==> src/rtl/sprite_frame_renderer_pkg.sv <==
// sprite_frame_renderer_pkg: shared FSM encoding, screen geometry and palette for the sprite compositor
package sprite_frame_renderer_pkg;
  typedef enum logic [2:0] {S_IDLE, S_CLEAR, S_ERASE, S_LATCH, S_DRAW, S_DONE} state_t;
  localparam int CG_SCREEN_W = 160;
  localparam int CG_SCREEN_H = 120;
  localparam logic [2:0] BLACK = 3'b000;
  localparam logic [2:0] BLUE  = 3'b001;
  localparam logic [2:0] CYAN  = 3'b011;
  localparam logic [2:0] RED   = 3'b100;
endpackage

==> src/rtl/sprite_frame_renderer_rect_sweeper.sv <==
// sprite_frame_renderer_rect_sweeper: walks a rectangle one pixel per step, dx fastest, flags off-screen pixels
module sprite_frame_renderer_rect_sweeper #(
  parameter int X_W      = 8,
  parameter int Y_W      = 7,
  parameter int SCREEN_W = 160,
  parameter int SCREEN_H = 120
) (
  input  logic           clk,
  input  logic           rst_n,
  input  logic           step_i,
  input  logic [X_W-1:0] x0_i,
  input  logic [Y_W-1:0] y0_i,
  input  logic [X_W-1:0] w_i,
  input  logic [Y_W-1:0] h_i,
  output logic [X_W:0]   px_o,
  output logic [Y_W:0]   py_o,
  output logic           clip_o,
  output logic           last_o
);
  logic [X_W-1:0] dx_q, dx_d;
  logic [Y_W-1:0] dy_q, dy_d;
  // counters wrap to zero after the last pixel, so the next rectangle starts clean
  always_comb begin
    last_o = dx_q == w_i && dy_q == h_i;
    dx_d   = !step_i ? dx_q : (dx_q == w_i) ? '0 : dx_q + 1'b1;
    dy_d   = (!step_i || dx_q != w_i) ? dy_q : last_o ? '0 : dy_q + 1'b1;
    px_o   = {1'b0, x0_i} + {1'b0, dx_q};
    py_o   = {1'b0, y0_i} + {1'b0, dy_q};
    clip_o = px_o >= (X_W+1)'(SCREEN_W) || py_o >= (Y_W+1)'(SCREEN_H);
  end
  always_ff @(posedge clk) begin
    if (!rst_n) begin
      dx_q <= '0;
      dy_q <= '0;
    end else begin
      dx_q <= dx_d;
      dy_q <= dy_d;
    end
  end
endmodule

==> src/rtl/sprite_frame_renderer.sv <==
// sprite_frame_renderer: per-frame erase/latch/redraw of N sprites plus full-screen clear, one pixel per clock
module sprite_frame_renderer
  import sprite_frame_renderer_pkg::*;
#(
  parameter int N_SPRITES = 4,
  parameter int X_W       = 8,
  parameter int Y_W       = 7,
  parameter int SIZE_W    = 4,
  parameter int COLOUR_W  = 3,
  parameter int SCREEN_W  = CG_SCREEN_W,
  parameter int SCREEN_H  = CG_SCREEN_H,
  parameter logic [COLOUR_W-1:0] BG_COLOUR = '0
) (
  input  logic                            CLOCK_50,
  input  logic                            resetn,
  input  logic                            frame_tick,
  input  logic                            clear_req,
  input  logic [N_SPRITES-1:0]            spr_en,
  input  logic [N_SPRITES*X_W-1:0]        spr_x,
  input  logic [N_SPRITES*Y_W-1:0]        spr_y,
  input  logic [N_SPRITES*SIZE_W-1:0]     spr_w,
  input  logic [N_SPRITES*SIZE_W-1:0]     spr_h,
  input  logic [N_SPRITES*COLOUR_W-1:0]   spr_colour,
  output logic [X_W-1:0]                  x,
  output logic [Y_W-1:0]                  y,
  output logic [COLOUR_W-1:0]             colour,
  output logic                            plot,
  output logic                            busy,
  output logic                            frame_done,
  output logic                            frame_overrun
);
  localparam int IDX_W = N_SPRITES > 1 ? $clog2(N_SPRITES) : 1;

  state_t                 state_q;
  logic [IDX_W-1:0]       idx_q;
  logic                   clear_pending_q;
  logic [N_SPRITES-1:0]   valid_q;
  logic [X_W-1:0]         sx_q [N_SPRITES];
  logic [Y_W-1:0]         sy_q [N_SPRITES];
  logic [SIZE_W-1:0]      sw_q [N_SPRITES];
  logic [SIZE_W-1:0]      sh_q [N_SPRITES];
  logic [COLOUR_W-1:0]    sc_q [N_SPRITES];
  logic [X_W-1:0]         x_q;
  logic [Y_W-1:0]         y_q;
  logic [COLOUR_W-1:0]    colour_q;
  logic                   plot_q, busy_q, done_q, overrun_q;

  logic                   sweeping, cur_valid, step, last_idx, clip, last;
  logic [X_W-1:0]         gx, gw;
  logic [Y_W-1:0]         gy, gh;
  logic [X_W:0]           px;
  logic [Y_W:0]           py;
  logic [COLOUR_W-1:0]    pix_colour;

  // CLEAR reuses the sweeper as one screen-sized rectangle at the origin
  always_comb begin
    sweeping   = state_q == S_ERASE || state_q == S_DRAW;
    cur_valid  = valid_q[idx_q];
    step       = state_q == S_CLEAR || (sweeping && cur_valid);
    last_idx   = idx_q == IDX_W'(N_SPRITES-1);
    gx         = state_q == S_CLEAR ? '0 : sx_q[idx_q];
    gy         = state_q == S_CLEAR ? '0 : sy_q[idx_q];
    gw         = state_q == S_CLEAR ? X_W'(SCREEN_W-1) : X_W'(sw_q[idx_q]);
    gh         = state_q == S_CLEAR ? Y_W'(SCREEN_H-1) : Y_W'(sh_q[idx_q]);
    pix_colour = state_q == S_DRAW ? sc_q[idx_q] : BG_COLOUR;
  end

  sprite_frame_renderer_rect_sweeper #(
    .X_W(X_W), .Y_W(Y_W), .SCREEN_W(SCREEN_W), .SCREEN_H(SCREEN_H)
  ) u_sweep (
    .clk(CLOCK_50), .rst_n(resetn), .step_i(step),
    .x0_i(gx), .y0_i(gy), .w_i(gw), .h_i(gh),
    .px_o(px), .py_o(py), .clip_o(clip), .last_o(last)
  );

  always_ff @(posedge CLOCK_50) begin
    if (!resetn) begin
      state_q         <= S_IDLE;
      idx_q           <= '0;
      clear_pending_q <= 1'b1;
      valid_q         <= '0;
      x_q             <= '0;
      y_q             <= '0;
      colour_q        <= '0;
      plot_q          <= 1'b0;
      busy_q          <= 1'b0;
      done_q          <= 1'b0;
      overrun_q       <= 1'b0;
    end else begin
      busy_q    <= state_q != S_IDLE;
      plot_q    <= 1'b0;
      done_q    <= 1'b0;
      overrun_q <= frame_tick && state_q != S_IDLE;
      case (state_q)
        S_IDLE: begin
          if (clear_pending_q || clear_req) begin
            state_q         <= S_CLEAR;
            clear_pending_q <= 1'b0;
            valid_q         <= '0;
            overrun_q       <= frame_tick;
          end else if (frame_tick) begin
            state_q <= S_ERASE;
            idx_q   <= '0;
          end
        end
        S_CLEAR: begin
          plot_q   <= 1'b1;
          x_q      <= px[X_W-1:0];
          y_q      <= py[Y_W-1:0];
          colour_q <= BG_COLOUR;
          if (last) state_q <= S_IDLE;
        end
        S_ERASE, S_DRAW: begin
          if (cur_valid && !clip) begin
            plot_q   <= 1'b1;
            x_q      <= px[X_W-1:0];
            y_q      <= py[Y_W-1:0];
            colour_q <= pix_colour;
          end
          // a disabled sprite costs exactly one idle cycle
          if (!cur_valid || last) begin
            idx_q <= last_idx ? '0 : idx_q + 1'b1;
            if (last_idx) state_q <= state_q == S_ERASE ? S_LATCH : S_DONE;
          end
        end
        S_LATCH: begin
          valid_q <= spr_en;
          state_q <= S_DRAW;
        end
        S_DONE: begin
          done_q  <= 1'b1;
          state_q <= S_IDLE;
        end
        default: state_q <= S_IDLE;
      endcase
    end
  end

  always_ff @(posedge CLOCK_50) begin
    if (state_q == S_LATCH) begin
      for (int i = 0; i < N_SPRITES; i++) begin
        sx_q[i] <= spr_x[i*X_W +: X_W];
        sy_q[i] <= spr_y[i*Y_W +: Y_W];
        sw_q[i] <= spr_w[i*SIZE_W +: SIZE_W];
        sh_q[i] <= spr_h[i*SIZE_W +: SIZE_W];
        sc_q[i] <= spr_colour[i*COLOUR_W +: COLOUR_W];
      end
    end
  end

  assign x             = x_q;
  assign y             = y_q;
  assign colour        = colour_q;
  assign plot          = plot_q;
  assign busy          = busy_q;
  assign frame_done    = done_q;
  assign frame_overrun = overrun_q;
endmodule
==> config.mk <==
export PLATFORM = sky130hd
export DESIGN_NAME = sprite_frame_renderer
export DESIGN_NICKNAME = d
export VERILOG_FILES = /design/src/rtl/sprite_frame_renderer_pkg.sv /design/src/rtl/sprite_frame_renderer_rect_sweeper.sv /design/src/rtl/sprite_frame_renderer.sv
export SDC_FILE = /design/constraint.sdc
export NUM_CORES = 1
export LEC_CHECK = 0
export BUFFER_PORTS_ARGS = -buffer_cell sky130_fd_sc_hd__buf_2
export CORE_MARGIN = 5
export CORE_UTILIZATION = 43
export CTS_BUF_LIST = sky130_fd_sc_hd__clkbuf_4 sky130_fd_sc_hd__clkbuf_8
export CTS_CLUSTER_DIAMETER = 40
export CTS_CLUSTER_SIZE = 16
export DETAILED_ROUTE_END_ITERATION = 16
export PLACE_DENSITY = 0.67
export SLEW_MARGIN = 20
export SYNTH_ARGS = -nofsm -noshare
export SYNTH_HDL_FRONTEND = slang
export SYNTH_SLANG_ARGS = --single-unit
==> constraint.sdc <==
create_clock -name CLOCK_50 -period 13.8 [get_ports CLOCK_50]
set_clock_uncertainty 0.15 [all_clocks]
set_input_delay 0 -clock CLOCK_50 [delete_from_list [all_inputs] [get_ports CLOCK_50]]
set_output_delay 0 -clock CLOCK_50 [all_outputs]
set_load 0.02 [all_outputs]
Word-level counts from Yosys, hierarchy flattened
Memories as Yosys holds them, arrays and structs flattened. A register that Yosys moved wholly into a read port is not among the register bits.
Cells that the tools add are included.
{"block": "totals", "output_inout_bits": 22, "inputBits": 112, "latch_bits": 0, "ff_bits": 47, "rom_bits": 0, "n_memories": 5, "ramBits": 104, "word_cells": 113}
{"name": "sx_q", "words": 4, "width": 8, "read_ports": 1, "rd_ports_with_merged_regs": 1, "write_ports": 4, "line_no": "sprite_frame_renderer.sv:38", "text": "logic [X_W-1:0] sx_q [N_SPRITES];"}
{"name": "sy_q", "words": 4, "width": 7, "read_ports": 1, "rd_ports_with_merged_regs": 1, "write_ports": 4, "line_no": "sprite_frame_renderer.sv:39", "text": "logic [Y_W-1:0] sy_q [N_SPRITES];"}
{"name": "sh_q", "words": 4, "width": 4, "read_ports": 1, "rd_ports_with_merged_regs": 1, "write_ports": 4, "line_no": "sprite_frame_renderer.sv:41", "text": "logic [SIZE_W-1:0] sh_q [N_SPRITES];"}
{"name": "sw_q", "words": 4, "width": 4, "read_ports": 1, "rd_ports_with_merged_regs": 1, "write_ports": 4, "line_no": "sprite_frame_renderer.sv:40", "text": "logic [SIZE_W-1:0] sw_q [N_SPRITES];"}
{"name": "sc_q", "words": 4, "width": 3, "read_ports": 1, "rd_ports_with_merged_regs": 1, "write_ports": 4, "line_no": "sprite_frame_renderer.sv:42", "text": "logic [COLOUR_W-1:0] sc_q [N_SPRITES];"}
{"block": "op_classes", "n_mul": 0, "n_reduce_logical": 24, "n_eq_ne": 17, "div_mod_pow": 0, "bitwise": 0, "shift": 0, "muxes": 46, "addsub": 5, "magnitude_cmp": 3}
{"cell": "8-bit 2-to-1 mux", "n": 4}
{"cell": "2-bit 2-to-1 mux", "n": 14}
{"cell": "7-bit 2-to-1 mux", "n": 4}
{"cell": "3-bit 2-to-1 mux", "n": 8}
{"cell": "8-bit case mux with 2 select lines", "n": 1}
{"cell": "2-bit inequality test (second input constant)", "n": 7}
{"cell": "7-bit case mux with 2 select lines", "n": 1}
{"cell": "3-bit case mux with 4 select lines", "n": 1}
{"cell": "8-bit by 8-bit adder with 9-bit output", "n": 1}
{"cell": "9-bit by 8-bit >= comparator with 1-bit output (second input constant)", "n": 1}
{"cell": "7-bit by 7-bit adder with 8-bit output", "n": 1}
{"cell": "8-bit by 1-bit adder with 8-bit output (second input constant)", "n": 1}
{"cell": "8-bit equality test", "n": 1}
{"cell": "8-bit by 7-bit >= comparator with 1-bit output (second input constant)", "n": 1}
{"cell": "8-bit inequality test", "n": 1}
{"cell": "4-bit case mux with 2 select lines", "n": 1}
{"cell": "4-bit AND reduction", "n": 2}
{"cell": "7-bit by 1-bit adder with 7-bit output (second input constant)", "n": 1}
{"cell": "7-bit equality test", "n": 1}
{"cell": "1-bit 2-to-1 mux", "n": 7}
{"cell": "3-bit by 2-bit equality test with 1-bit output (second input constant)", "n": 2}
{"cell": "3-bit equality test (second input constant)", "n": 2}
{"cell": "1-bit logical OR", "n": 6}
{"cell": "3-bit case mux with 2 select lines", "n": 1}
{"cell": "16 further kinds", "n": 25}

Longest topological paths before layout
{"block": "depth", "depth_word": 9, "ltp_mapped": 17, "mapped_depth_nobuf": 13}

Hierarchy
Synthesis repeated with hierarchy kept, for this count alone.
{"block": "hier_totals", "cells_unflattened": 549, "hier_area_um2": 7158.1}
{"module": "sprite_frame_renderer", "seq_area_each_um2": 3803.6, "cells_per_inst": 356, "area_per_inst_um2": 5592.9, "n_inst": 1}
{"module": "sprite_frame_renderer_rect_sweeper", "seq_area_each_um2": 300.3, "cells_per_inst": 193, "area_per_inst_um2": 1565.3, "n_inst": 1}

Worst setup path after synthesis
No wires, ideal clock.
{"block": "synth_timing", "path_type": "register to register", "from": "register state_q[1]", "to": "register valid_q[0]", "arrival_ps": 5909, "n_path_buf": 1, "period_less_slack_ps": 6143, "stages_incl_launch_ff": 6, "t_required_ps": 13566, "setup_ps": 84, "path_slack_ps": 7657, "cell_sequence": "dfxtp_1 -> clkbuf_1 -> nand2_1 -> nor2_1 -> a22oi_1 -> nor2_1"}
{"block": "synth_via", "elab_chain_cells": 3, "elab_cells_between_ends": 6, "classes_between": "eq/ne: 2; mux: 1; reduce/logical: 3"}
{"element": "start: declaration", "line_no": "sprite_frame_renderer.sv:34", "text": "state_t state_q;"}
{"element": "start signal: assignment", "line_no": "sprite_frame_renderer.sv:123", "text": "if (last_idx) state_q <= state_q == S_ERASE ? S_LATCH : S_DONE;"}
{"element": "3-bit by 2-bit equality test with 1-bit output / 3-bit logical NOT (equally long branches)", "line_no": "sprite_frame_renderer.sv:94", "text": "case (state_q)"}
{"element": "2-bit nonzero test (no line) / 2-bit inequality test (equally long branches)"}
{"element": "2-bit AND reduction (no line)"}
{"element": "end signal: assignment", "line_no": "sprite_frame_renderer.sv:127", "text": "valid_q <= spr_en;"}
{"element": "end: declaration", "line_no": "sprite_frame_renderer.sv:37", "text": "logic [N_SPRITES-1:0] valid_q;"}
Parallel ways exist; a longest one is shown, timed or not.
A chain may end at the register's enable or synchronous reset.

==> reports/metrics.yaml <==
run_status:
  run_status: "complete, no violations"
sta:
  fmax_ghz: 0.208
  period_share_pct: 34.8
  setup_viol: 0
  setup_tns_ps: 0
  slew_headroom_pct: 35.7
  period_needed_ps: 4800
  hold_viol: 0
  tightest_slew_ps: 956
  rsz0062_at_grt: "false"
  slew_violations: 0
critical_path:
  worst_setup_path_start_kind: "register"
  r2r-end: "colour[2]"
  crit_path_max_fanout: 28
  cpMaxStageDelayCell: "dfxtp_2"
  crit_required_ps: 14020
  cp.arrival_ps: 5020
  cp_top_family: "simple AND/OR/NAND/NOR gates"
  path_buf_inv: 1
  max_stage_delay_ps: 920
  path_class: "reg -> reg"
  worstSetupPathDepth: 10
  rr_worst_depth: 10
  crit_path_end_kind: "register"
  r2r_setup_slack_ps: 9000
  setup.worst_path.end: "colour[2]"
  crit_path_cell_trace: "mux4_2, and2_1, ha_1, inv_1, nor2_1, a221oi_1, o311ai_0, o22a_1, nor4_1, mux2i_1"
clock_network:
  cts_max_level: 4
  clkLatencyLatePin_ps: 450
  cts_buffers: 17
  cts_tree: "built"
  ctsHoldBuffers: 118
  cts.path.max_buffers: 2
  cts_resized: 0
  cts_root_buf: "clkbuf_8"
  cts.sinks: 153
  post_cts_buffers: 0
  clkTransAtPathRegs_ps: 80
die:
  pin_count: 134
  core-area_sq_um: 16500
  fp.dieArea_sq_um: 19400
  die_w_um: 139
  die_h_um: 139
  start_util_pct: 43.6
  row_count: 47
placement:
  place_hpwl_mm: 11.9
  dp.cells: 886
  placed_area_sq_um: 8030
  io_buffers: 133
  gp_congestion: 0.901
logic_synthesis:
  synthTopCellsByCount: "edfxtp_1 (104), dfxtp_1 (49), nor2_1 (43), nand2_1 (26), clkbuf_1 (25)"
  syn_area_sq_um: 7180
  yosysWarnings: 0
  ys_ff_latch: 153
  syn_avg_cell_area_sq_um: 12.8
  ys_seq_area_share_pct: 57.2
  synth_edf_count: 104
  ys_types: 64
  synth_top_area_cell: "edfxtp_1"
  synth_flop_cell: "edfxtp_1"
  yosysMostFrequentCell: "edfxtp_1"
  yosysTopAreaCellShare_pct: 43.5
  async_flop_share_pct: 0
  synth_nets: 693
  syn_inst: 561
  synth.area.top_cells: "edfxtp_1 (44%), dfxtp_1 (14%), mux4_2 (6.6%)"
final_layout:
  instances_no_fill: 1035
  drive_gt1_share_pct: 24.8
  area_growth_pct: 33.1
  fin_area_sq_um: 9560
  antenna_cells: 0
  final_nets: 935
grt:
  grt_usage_pct: 19.2
  antenna_found_initial: 0
  grt_overflow: 0
  grt_pass1_wl_mm: 29.6
  grt_max_degree: 95
  grt_pass1_vias: 5709
pwr:
  power_leakage_uw: 0.00365
  p_per_area_nw_per_um2: 106
  ir_drop_mv: 0.0690
detailed_routing:
  drtAntennaViolNets: 0
  routed_wl_mm: 18.5
  drc: 0
  drt-pass1-iter-count: 5
  drt_iter0_markers: 479
  vias: 5575
  vias_per_cell: 5.39
  avgRoutedWirePerCell_um: 17.9
hold_path:
  min_path_type: "in -> reg"
flow_run:
  cap_violations: 0
## area by class of cell
class / instances / area [sq um]
well taps: 220 / 275
fillers: 1334 / 6910
clock inverters: 14 / 108
repair buffers: 254 / 1870
flip-flops and latches: 153 / 4110
clock buffers: 17 / 234
multi-input cells: 357 / 2890
inverters: 20 / 75.1
## worst register-to-register path, delay by kind of cell, from the launching register on
kind	cells	cell delay, ps
flops	1	920
fa+ha+maj	1	340
buf+inv	1	160
mux	2	910
simple gates	3	1130
compound gates	3	1120
## layer usage
layer,vias to the layer above,global-route usage [%],part of all wire (%)
met5,-,0,0
met2,210,31.9,49
met1,2676,24.9,43
met3,24,3.79,5.5
met4,0,7.62,2.6
li1,2665,-,-
## cells in the final DEF, fill, tap and decap left out, types with 4 or more instances in the layout
cell type      netlist  layout
ha_1                18      18
edfxtp_1           104     104
o21ai_0             19      19
a22oi_1             11      11
inv_1               20      20
and3_1              16      16
nand2b_1             4       4
clkinv_2             0       4
mux4_1               4       4
xor2_1              11      11
a21oi_1             20      20
nand2_1             26      26
or2_2                5       5
buf_2                2     133
dfxtp_1             49      48
nor4_1               4       4
o21a_1               6       6
nand3_1             10      10
o311ai_0            14      14
nand4_1              5       5
and2_1              13      13
mux4_2              21      21
dlygate4sd3_1        0     118
a21o_1               5       5
nor3_1              10      10
o2111ai_1            4       4
mux2i_1              6       6
clkbuf_8             0      17
o211ai_1             5       5
xnor2_1              7       7
o31ai_1             14      14
nor2_1              43      42
## state kept, by name, summed over array words and instances (netlist names), 4 cells and up, named ones only
name,cells
u_sweep.dx_q,8
sc_q,12
sw_q,16
sx_q,32
u_sweep.dy_q,7
sy_q,28
x,8
sh_q,16
y,7
valid_q,4
## worst min path at each step
stage	endpoint	from	slack (ps)	depth (start not counted)
2_1_floorplan	sc_q[0][0]	spr_colour[0]	-50	0
3_3_place_gp	sy_q[3][3]	spr_y[24]	30	1
3_5_place_dp	sw_q[2][3]	spr_w[11]	30	1
4_1_cts	sy_q[3][3]	spr_y[24]	80	2
5_1_grt	sc_q[2][2]	spr_colour[8]	80	2
6_report	sc_q[2][2]	spr_colour[8]	110	2
## report_power, final
part / total, uW / internal, uW / switching [uW] / leakage, uW
registers: 522 / 506 / 15.2 / 0.00133
logic: 185 / 86.6 / 98.6 / 0.00214
clock network: 304 / 139 / 166 / 0.000170
total: 1010 / 732 / 280 / 0.00365
## cell families (layout without fill, tap and decap cells)
family	after synthesis	count (layout)	share of synthesized area [%]
simple gates	158	158	11.5
xor+xnor	18	18	2.20
compound gates	128	128	13.5
buf+inv	51	305	2.81
mux	33	33	9.20
flops	153	153	57.2
fa+ha+maj	20	20	3.70
## through the flow
stage	hold WS (ps)	setup slack [ps]	power, uW	util [%]
after CTS	77.7	9020	1020	58.0
final	106	9000	1010	58.0
after global placement	26.1	9200	684	48.8
after floorplan	-51.1	7660	636	-
after detailed placement	28.1	9050	689	48.8
after global routing	80.3	8710	1060	58.0
No activity file was read; power rests on OpenSTA's default activity.
